===== src/rtl/tpu_matrix_loader.sv =====
// Streams one data tile and one weight tile into the tpuv1 input buffer,
// then starts the array and waits for completion, with an optional timeout.
module tpu_matrix_loader #(
    parameter int DATA_W      = 16,
    parameter int ARRAY_SIZE  = 2,
    parameter int ADDR_W      = 10,
    parameter int DATA_BASE   = 0,
    parameter int WEIGHT_BASE = 16,
    parameter int TIMEOUT     = 1024
) (
    input  logic              clk,
    input  logic              reset,
    input  logic              cfg_go,
    input  logic              cfg_rev_w,
    input  logic              in_valid,
    input  logic [DATA_W-1:0] in_data,
    output logic              in_ready,
    output logic [ADDR_W-1:0] write_addr,
    output logic [DATA_W-1:0] write_data,
    output logic              write_en,
    output logic              tpu_start,
    input  logic              tpu_done,
    output logic              busy,
    output logic              done,
    output logic              err_timeout
);

    localparam int N     = ARRAY_SIZE * ARRAY_SIZE;
    localparam int IW    = (N > 1) ? $clog2(N) : 1;
    localparam int CW    = (ARRAY_SIZE > 1) ? $clog2(ARRAY_SIZE) : 1;
    localparam int TW    = (TIMEOUT > 1) ? $clog2(TIMEOUT) : 1;
    localparam int TLAST = (TIMEOUT > 0) ? TIMEOUT - 1 : 0;

    typedef enum logic [2:0] {
        IDLE,
        LOAD_D,
        LOAD_W,
        FLUSH,
        RUN,
        FIN
    } state_t;

    state_t          state;
    logic            rev_q;
    logic [IW-1:0]   idx;
    logic [CW-1:0]   row;
    logic [CW-1:0]   col;
    logic [TW-1:0]   timer;
    logic            accept;
    logic [CW-1:0]   col_eff;
    logic [ADDR_W-1:0] d_addr;
    logic [ADDR_W-1:0] w_addr;

    assign in_ready = (state == LOAD_D) || (state == LOAD_W);
    assign busy     = (state != IDLE);
    assign accept   = in_valid & in_ready;

    // Buffer addresses wrap at ADDR_W bits; reversal mirrors the column within a row.
    always_comb begin
        col_eff = rev_q ? (CW'(ARRAY_SIZE - 1) - col) : col;
        d_addr  = ADDR_W'(DATA_BASE) + ADDR_W'(idx);
        w_addr  = ADDR_W'(WEIGHT_BASE) + ADDR_W'(row) * ADDR_W'(ARRAY_SIZE)
                  + ADDR_W'(col_eff);
    end

    always_ff @(posedge clk or posedge reset) begin
        if (reset) begin
            state       <= IDLE;
            rev_q       <= 1'b0;
            idx         <= '0;
            row         <= '0;
            col         <= '0;
            timer       <= '0;
            write_addr  <= '0;
            write_data  <= '0;
            write_en    <= 1'b0;
            tpu_start   <= 1'b0;
            done        <= 1'b0;
            err_timeout <= 1'b0;
        end else begin
            write_en    <= 1'b0;
            done        <= 1'b0;
            err_timeout <= 1'b0;
            case (state)
                IDLE: begin
                    if (cfg_go) begin
                        state <= LOAD_D;
                        rev_q <= cfg_rev_w;
                        idx   <= '0;
                        row   <= '0;
                        col   <= '0;
                        timer <= '0;
                    end
                end
                LOAD_D: begin
                    if (accept) begin
                        write_en   <= 1'b1;
                        write_addr <= d_addr;
                        write_data <= in_data;
                        if (idx == IW'(N - 1)) begin
                            state <= LOAD_W;
                            idx   <= '0;
                            row   <= '0;
                            col   <= '0;
                        end else begin
                            idx <= idx + 1'b1;
                        end
                    end
                end
                LOAD_W: begin
                    if (accept) begin
                        write_en   <= 1'b1;
                        write_addr <= w_addr;
                        write_data <= in_data;
                        if (col == CW'(ARRAY_SIZE - 1)) begin
                            col <= '0;
                            if (row == CW'(ARRAY_SIZE - 1)) begin
                                state <= FLUSH;
                            end else begin
                                row <= row + 1'b1;
                            end
                        end else begin
                            col <= col + 1'b1;
                        end
                    end
                end
                // The last weight write is on the bus during this cycle.
                FLUSH: begin
                    state     <= RUN;
                    tpu_start <= 1'b1;
                end
                // Completion is checked before the timeout so a coincident done wins.
                RUN: begin
                    if (tpu_done) begin
                        state     <= FIN;
                        tpu_start <= 1'b0;
                        done      <= 1'b1;
                    end else if ((TIMEOUT != 0) && (timer == TW'(TLAST))) begin
                        state       <= IDLE;
                        tpu_start   <= 1'b0;
                        err_timeout <= 1'b1;
                    end else begin
                        timer <= timer + 1'b1;
                    end
                end
                FIN: begin
                    state <= IDLE;
                end
                default: begin
                    state <= IDLE;
                end
            endcase
        end
    end

endmodule


===== config.mk =====
export PLATFORM = sky130hd
export DESIGN_NAME = tpu_matrix_loader
export DESIGN_NICKNAME = d
export VERILOG_FILES = /design/src/rtl/tpu_matrix_loader.sv
export SDC_FILE = /design/constraint.sdc
export NUM_CORES = 1
export LEC_CHECK = 0
export ABC_AREA = 0
export BUFFER_PORTS_ARGS = -buffer_cell sky130_fd_sc_hd__clkbuf_2
export CAP_MARGIN = 20
export CORE_MARGIN = 1
export CORE_UTILIZATION = 52
export DETAILED_ROUTE_END_ITERATION = 12
export GPL_TIMING_DRIVEN = 0
export PLACE_DENSITY = 0.88
export SETUP_SLACK_MARGIN = 0.5
export SLEW_MARGIN = 40
export SYNTH_ARGS = -nofsm -noshare
export SYNTH_HDL_FRONTEND = slang
export SYNTH_SLANG_ARGS = --single-unit

===== constraint.sdc =====
create_clock -name clk -period 2.25 [get_ports clk]
set_input_delay 0 -clock clk [delete_from_list [all_inputs] [get_ports clk]]
set_output_delay 0 -clock clk [all_outputs]
set_load 0.02 [all_outputs]

==> results of run 1 <==
repair_timing:
item	4_1_cts	5_1_grt
endpoints found under the setup margin	11	20
pin swaps	1	3
gates cloned	0	2
setup buffers	3	6
resized for setup	3	9
hold endpoints to repair	59	0
hold buffers	19	0
flip-flops by register name, summed over array words and instances, names as in the netlist, 2 cells and up:
register,cells
timer,10
write_addr,3
state,3
idx,2
write_data,16
layout by cell type (no fill, tap or decap), drive strengths merged, types with 4 or more instances in the layout:
cell	n
clkbuf	56
dfrtp	41
buf	22
mux2	20
dlygate4sd3	19
nand2	14
a21oi	11
nor2	9
nand3	7
conb	7
inv	7
o21ai	5
nand4	4
mux2i	4
o31ai	4
final cells by class:
| class | count | area (µm²) | area share |
|---|---|---|---|
| well taps | 48 | 60.1 | 0.0209 |
| multi-input cells | 126 | 973 | 0.339 |
| plain buffers | 14 | 139 | 0.0484 |
| clock inverters | 1 | 5.00 | 0.00175 |
| repair buffers | 76 | 538 | 0.188 |
| inverters | 7 | 28.8 | 0.0100 |
| clock buffers | 7 | 96.3 | 0.0336 |
| flip-flops and latches | 41 | 1030 | 0.358 |
logic make-up after synthesis:
kind of cell | share of synthesized area
muxes | 0.144
buffers and inverters | 0.0722
adders and majority gates | 0.0120
other | 0.00180
DFF | 0.493
AOI/OAI and AO/OA | 0.110
xor gates and xnor gates | 0.00421
and+or+nand+nor | 0.163
worst max-delay path: cells and delay by family (launching register included):
family,cells,cell delay [ns]
muxes,2,0.61
DFF,1,0.47
and+or+nand+nor,1,0.30
buffers and inverters,1,0.23
metal layers:
metal / vias to the layer above / global-route usage / share of wire
met5: - / 0 / 0
met4: 0 / 0.0652 / 0.021
met3: 9 / 0.0556 / 0.051
met2: 74 / 0.412 / 0.55
met1: 863 / 0.280 / 0.38
li1: 817 / - / -
stage by stage:
step                cell area, µm²  worst slack [ns]
floorplan                     2110             0.501
global placement              2400             0.428
detailed placement            2400             0.433
CTS                           2740             0.495
global route                  2870             0.459
finish                        2870             0.526
how the worst max path moves through the flow:
stage | to | slack (ns) | depth (start not counted)
final | write_addr[1]$_DFFE_PP0P_ | 0.53 | 4
after global routing | write_addr[1]$_DFFE_PP0P_ | 0.46 | 4
after floorplan | write_addr[0]$_DFFE_PP0P_ | 0.50 | 7
after detailed placement | timer[0]$_DFFE_PP0P_ | 0.43 | 5
after global placement | timer[0]$_DFFE_PP0P_ | 0.43 | 5
after CTS | write_data[5]$_DFFE_PP0P_ | 0.49 | 7
power groups by stage:
stage          Clock, µW  Combinational (µW)  Sequential, µW
2_1_floorplan          0                 935            1380
3_3_place_gp           0                1520            1160
3_5_place_dp           0                1560            1180
4_1_cts              541                1620            1170
5_1_grt              579                1980            1220
6_report             536                1850            1180
==> reports/qor.yml, run 1 <==
ys.warnings.count: 0
synth_area_um2: 2080
reg2reg_depth: 4
start_util: 0.556
finalCriticalPeriod_ns: 1.72
wl_per_cell_um: 16.3
synth.yosys.seq_area_share: 0.493
r2r_start: "state[2]$_DFFE_PP0P_"
yosysMostFrequentCell: "dfrtp_1"
p_seq_frac: 0.332
globalRouteOverflowTotal: 0
core_area_um2: 3740
htreeDepth: 2
drc: 0
rr_endpoint: "write_addr[1]$_DFFE_PP0P_"
synth-edff-count: 0
comb_power_share: 0.518
dieArea_um2: 4260
vias: 1763
hold_path_class: "in2reg"
tightest_slew_ns: 0.508
grt.total_usage: 0.233
hold_path_end: "write_addr[4]$_DFFE_PP0P_"
viasPerCell: 5.51
rows: 22
avgSynthCellArea_um2: 11.4
powerDensity_nw_per_um2: 1240
drive_above_1_share: 0.415
io_pins: 54
p_switching_uw: 1400
dp.cells: 282
startpoint_type: "flip-flop"
antenna_found_initial: 0
synth_commonest_cells: "41 x dfrtp_1, 14 x nand2_1, 10 x a21oi_1, 10 x mux2_2, 9 x mux2_4"
setup_violations: 0
clk_path_buf_depth: 2
clock_latency_ns: 0.30
clock_power_share: 0.150
required_ns: 2.44
synth_cell_type_count: 52
gp_congestion: 0.871
die_x_um: 65.3
hold_path_depth: 3
p_int_uw: 2160
worstHoldStart: "in_valid"
power_leakage_uw: 0.00140
hold_violations: 0
rrSetupSlack_ns: 0.53
first_pass_iters: 4
fmax_mhz: 580
yosys-top-cells-area: "dfrtp_1 49%, mux2_4 6.5%, mux2_2 5.4%"
numCtsBuffers: 5
status: "complete, no violations"
synth_top_cell_area_share: 0.493
async_reset_ff_frac: 1.00
clk_root_buffer_cell: "clkbuf_8"
path_clk_slew_ns: 0.08
synthCells: 182
numPortBuffers: 46
final_net_count: 295
antenna_cells: 0
n_fill_cell: 236
cts_num_sinks: 41
grt_pass1_vias: 1667
final_util: 0.766
ys_seq_elements: 41
drtIter0Drc: 131
cp-end-kind: "flip-flop"
grt_pass1_wl_um: 7490
period_share: 0.766
total_power_uw: 3570
die_h_um: 65.3
maxSlewHeadroom: 0.662
grt_start_max_net_pins: 42
synth_largest_area_cell: "dfrtp_1"
final_cells: 320
peakVddDrop_mv: 0.532
clock_skew_ns: 0.00953
path_common_cell: "mux2_2"
arrival_ns: 1.92
worstPathCellList: "buf_2, nor3b_4, mux2_2, mux2_2"
antenna_left: 0
dp_hpwl_um: 2920
cts_tree: "yes"
switching_share: 0.393
path_class: "reg2reg"
slowest_delay_ns: 0.47
cp_slowest_cell: "dfrtp_1"
holdWs_ns: 0.0355
synthFlopType: "dfrtp_1"
syn_to_final_growth_pct: 37.8
routed_wirelength_um: 5200
cp_max_fo: 10
critical_path.startpoint: "state[2]$_DFFE_PP0P_"
fin_setup_tns_ns: 0
cap_violations: 0
grt_setup_unrepaired: "no"
slew_violations: 0
(Power assumes the default switching activity.)
==> run 2, diff against run 1 <==
--- a/config.mk
+++ b/config.mk
@@ -9,10 +9,10 @@
 export BUFFER_PORTS_ARGS = -buffer_cell sky130_fd_sc_hd__clkbuf_2
 export CAP_MARGIN = 20
 export CORE_MARGIN = 1
-export CORE_UTILIZATION = 52
+export CORE_UTILIZATION = 47
 export DETAILED_ROUTE_END_ITERATION = 12
 export GPL_TIMING_DRIVEN = 0
-export PLACE_DENSITY = 0.88
+export PLACE_DENSITY = 0.84
 export SETUP_SLACK_MARGIN = 0.5
 export SLEW_MARGIN = 40
 export SYNTH_ARGS = -nofsm -noshare
==> constraint.sdc (replaced) <==
create_clock -name clk -period 1.5 [get_ports clk]
set_input_delay 0 -clock clk [delete_from_list [all_inputs] [get_ports clk]]
set_output_delay 0 -clock clk [all_outputs]
set_load 0.02 [all_outputs]
==> run 2 against run 1 <==
The flow now finishes with violations (setup timing); design area rose by 12%; cell count up 5.3%; clock-buffer cell count is 2 lower.
==> reports/qor.yml, run 2 (same netlist as run 1, synthesis figures left out) <==
status: "complete, but fails checks"
violations: "setup timing"
slowest_delay_ns: 0.41
numPortBuffers: 46
cp_max_fo: 8
grt_pass1_vias: 1642
clk_path_buf_depth: 2
final_net_count: 310
worstHoldStart: "tpu_done"
slew_violations: 0
hold_path_end: "done$_DFF_PP0_"
dieArea_um2: 4700
die_h_um: 68.5
viasPerCell: 5.35
dp_hpwl_um: 2840
numCtsBuffers: 5
start_util: 0.506
startpoint_type: "flip-flop"
clock_power_share: 0.145
first_pass_iters: 4
clk_root_buffer_cell: "clkbuf_8"
cp_slowest_cell: "dfrtp_1"
p_int_uw: 3930
top_register: "write_data"
gp_congestion: 0.777
holdWs_ns: 0.0187
grt_setup_unrepaired: "yes"
cts_num_sinks: 41
wl_per_cell_um: 17.5
tightest_slew_ns: 0.508
path_common_cell: "buf_12"
grt_pass1_wl_um: 7600
rr_endpoint: "write_data[14]$_DFFE_PP0P_"
hold_path_class: "in2reg"
drc: 0
globalRouteOverflowTotal: 0
rows: 23
io_pins: 54
rrSetupSlack_ns: -0.19
maxSlewHeadroom: 0.662
final_common_cell: "clkbuf_2"
cp-end-kind: "flip-flop"
fmax_mhz: 592
routed_wirelength_um: 5890
hold_violations: 0
cts_tree: "yes"
comb_power_share: 0.575
antenna_cells: 0
powerDensity_nw_per_um2: 1980
arrival_ns: 1.87
syn_to_final_growth_pct: 55.0
finalCriticalPeriod_ns: 1.69
core_area_um2: 4120
clock_latency_ns: 0.30
drtIter0Drc: 76
grt_start_max_net_pins: 42
final_util: 0.784
antenna_found_initial: 0
top_regs: "write_data (16), timer (10)"
path_class: "reg2reg"
cap_violations: 0
switching_share: 0.384
p_switching_uw: 2450
peakVddDrop_mv: 0.884
clock_skew_ns: 0.0103
setup_ws_ns: -0.189
drive_above_1_share: 0.512
htreeDepth: 2
hold_path_depth: 2
p_seq_frac: 0.280
r2r_start: "state[0]$_DFFE_PP0P_"
power_leakage_uw: 0.00155
most-common-layout-cells: "44 x clkbuf_2, 39 x dfrtp_1, 20 x buf_4, 20 x dlygate4sd3_1, 19 x mux2_4"
path_clk_slew_ns: 0.09
reg2reg_depth: 7
worstPathCellList: "buf_6, nand2b_4, a21oi_4, and2_4, buf_12, buf_12, mux2_4"
die_x_um: 68.5
setup_violations: 34
fin_setup_tns_ns: -4.58
required_ns: 1.68
grt.total_usage: 0.228
vias: 1802
period_share: 1.13
antenna_left: 0
largest_reg_flops: 16
[run 2: changes by cell type in the layout (fill, tap and decap cells not counted), moves of 4 or more]
cell / previous run / this run
buf_6: 3 / 13
mux2_2: 10 / 0
mux2_4: 9 / 19
a21oi_1: 10 / 6
a21oi_2: 0 / 4
buf_4: 16 / 20
[run 2: per-layer routing]
metal | routed length (µm) | track usage
met5 | 0 | 0
met3 | 148 | 0.0576
met2 | 3140 | 0.382
met4 | 151 | 0.0938
met1 | 2450 | 0.278
[run 2: area by class of cell]
type / instances / area (µm²)
multi-input cells: 126 / 1130
plain buffers: 14 / 145
inverters: 7 / 28.8
clock buffers: 5 / 68.8
well taps: 50 / 62.6
clock inverters: 3 / 46.3
repair buffers: 91 / 714
fillers: 218 / 890
flip-flops and latches: 41 / 1030
[run 2: how the worst max path moves through the flow]
stage	start	to	slack [ns]	cells past startpoint
6_report	state[0]$_DFFE_PP0P_	write_data[14]$_DFFE_PP0P_	-0.19	7
2_1_floorplan	state[1]$_DFFE_PP0P_	write_addr[0]$_DFFE_PP0P_	-0.25	7
4_1_cts	state[1]$_DFFE_PP0P_	timer[4]$_DFFE_PP0P_	-0.16	7
5_1_grt	state[1]$_DFFE_PP0P_	write_data[14]$_DFFE_PP0P_	-0.23	7
3_5_place_dp	state[2]$_DFFE_PP0P_	write_addr[1]$_DFFE_PP0P_	-0.25	4
3_3_place_gp	state[2]$_DFFE_PP0P_	write_addr[1]$_DFFE_PP0P_	-0.24	4
[run 2: through the flow]
step                      instances  cell area [µm²]  total power (µW)  setup WS (ns)
after floorplan                 188             2150              3540         -0.248
after global placement          284             2450              4090         -0.242
after detailed placement        284             2450              4140         -0.247
after CTS                       328             3070              5830         -0.163
after global routing            337             3230              6680         -0.233
final                           337             3230              6380         -0.189
[run 2: repair_timing]
action | CTS | global route
hold buffers | 20 | 0
resized for setup | 36 | 21
endpoints found under the hold margin | 60 | 0
setup buffers | 15 | 9
cloned | 1 | 0
pin swaps | 8 | 5
endpoints found under the setup margin | 43 | 43
[run 2: critical path, delay by kind of cell (launching register included)]
family                 cells  cell delay (ns)
DFF                        1             0.41
buffers and inverters      3             0.39
and+or+nand+nor            2             0.32
AOI/OAI and AO/OA          1             0.14
muxes                      1             0.30
[run 2: power groups by stage]
stage / sequential, µW / clock [µW] / combinational, µW
2_1_floorplan: 2090 / 0 / 1450
3_3_place_gp: 1760 / 0 / 2330
3_5_place_dp: 1780 / 0 / 2360
4_1_cts: 1760 / 934 / 3140
5_1_grt: 1830 / 977 / 3870
6_report: 1790 / 927 / 3670
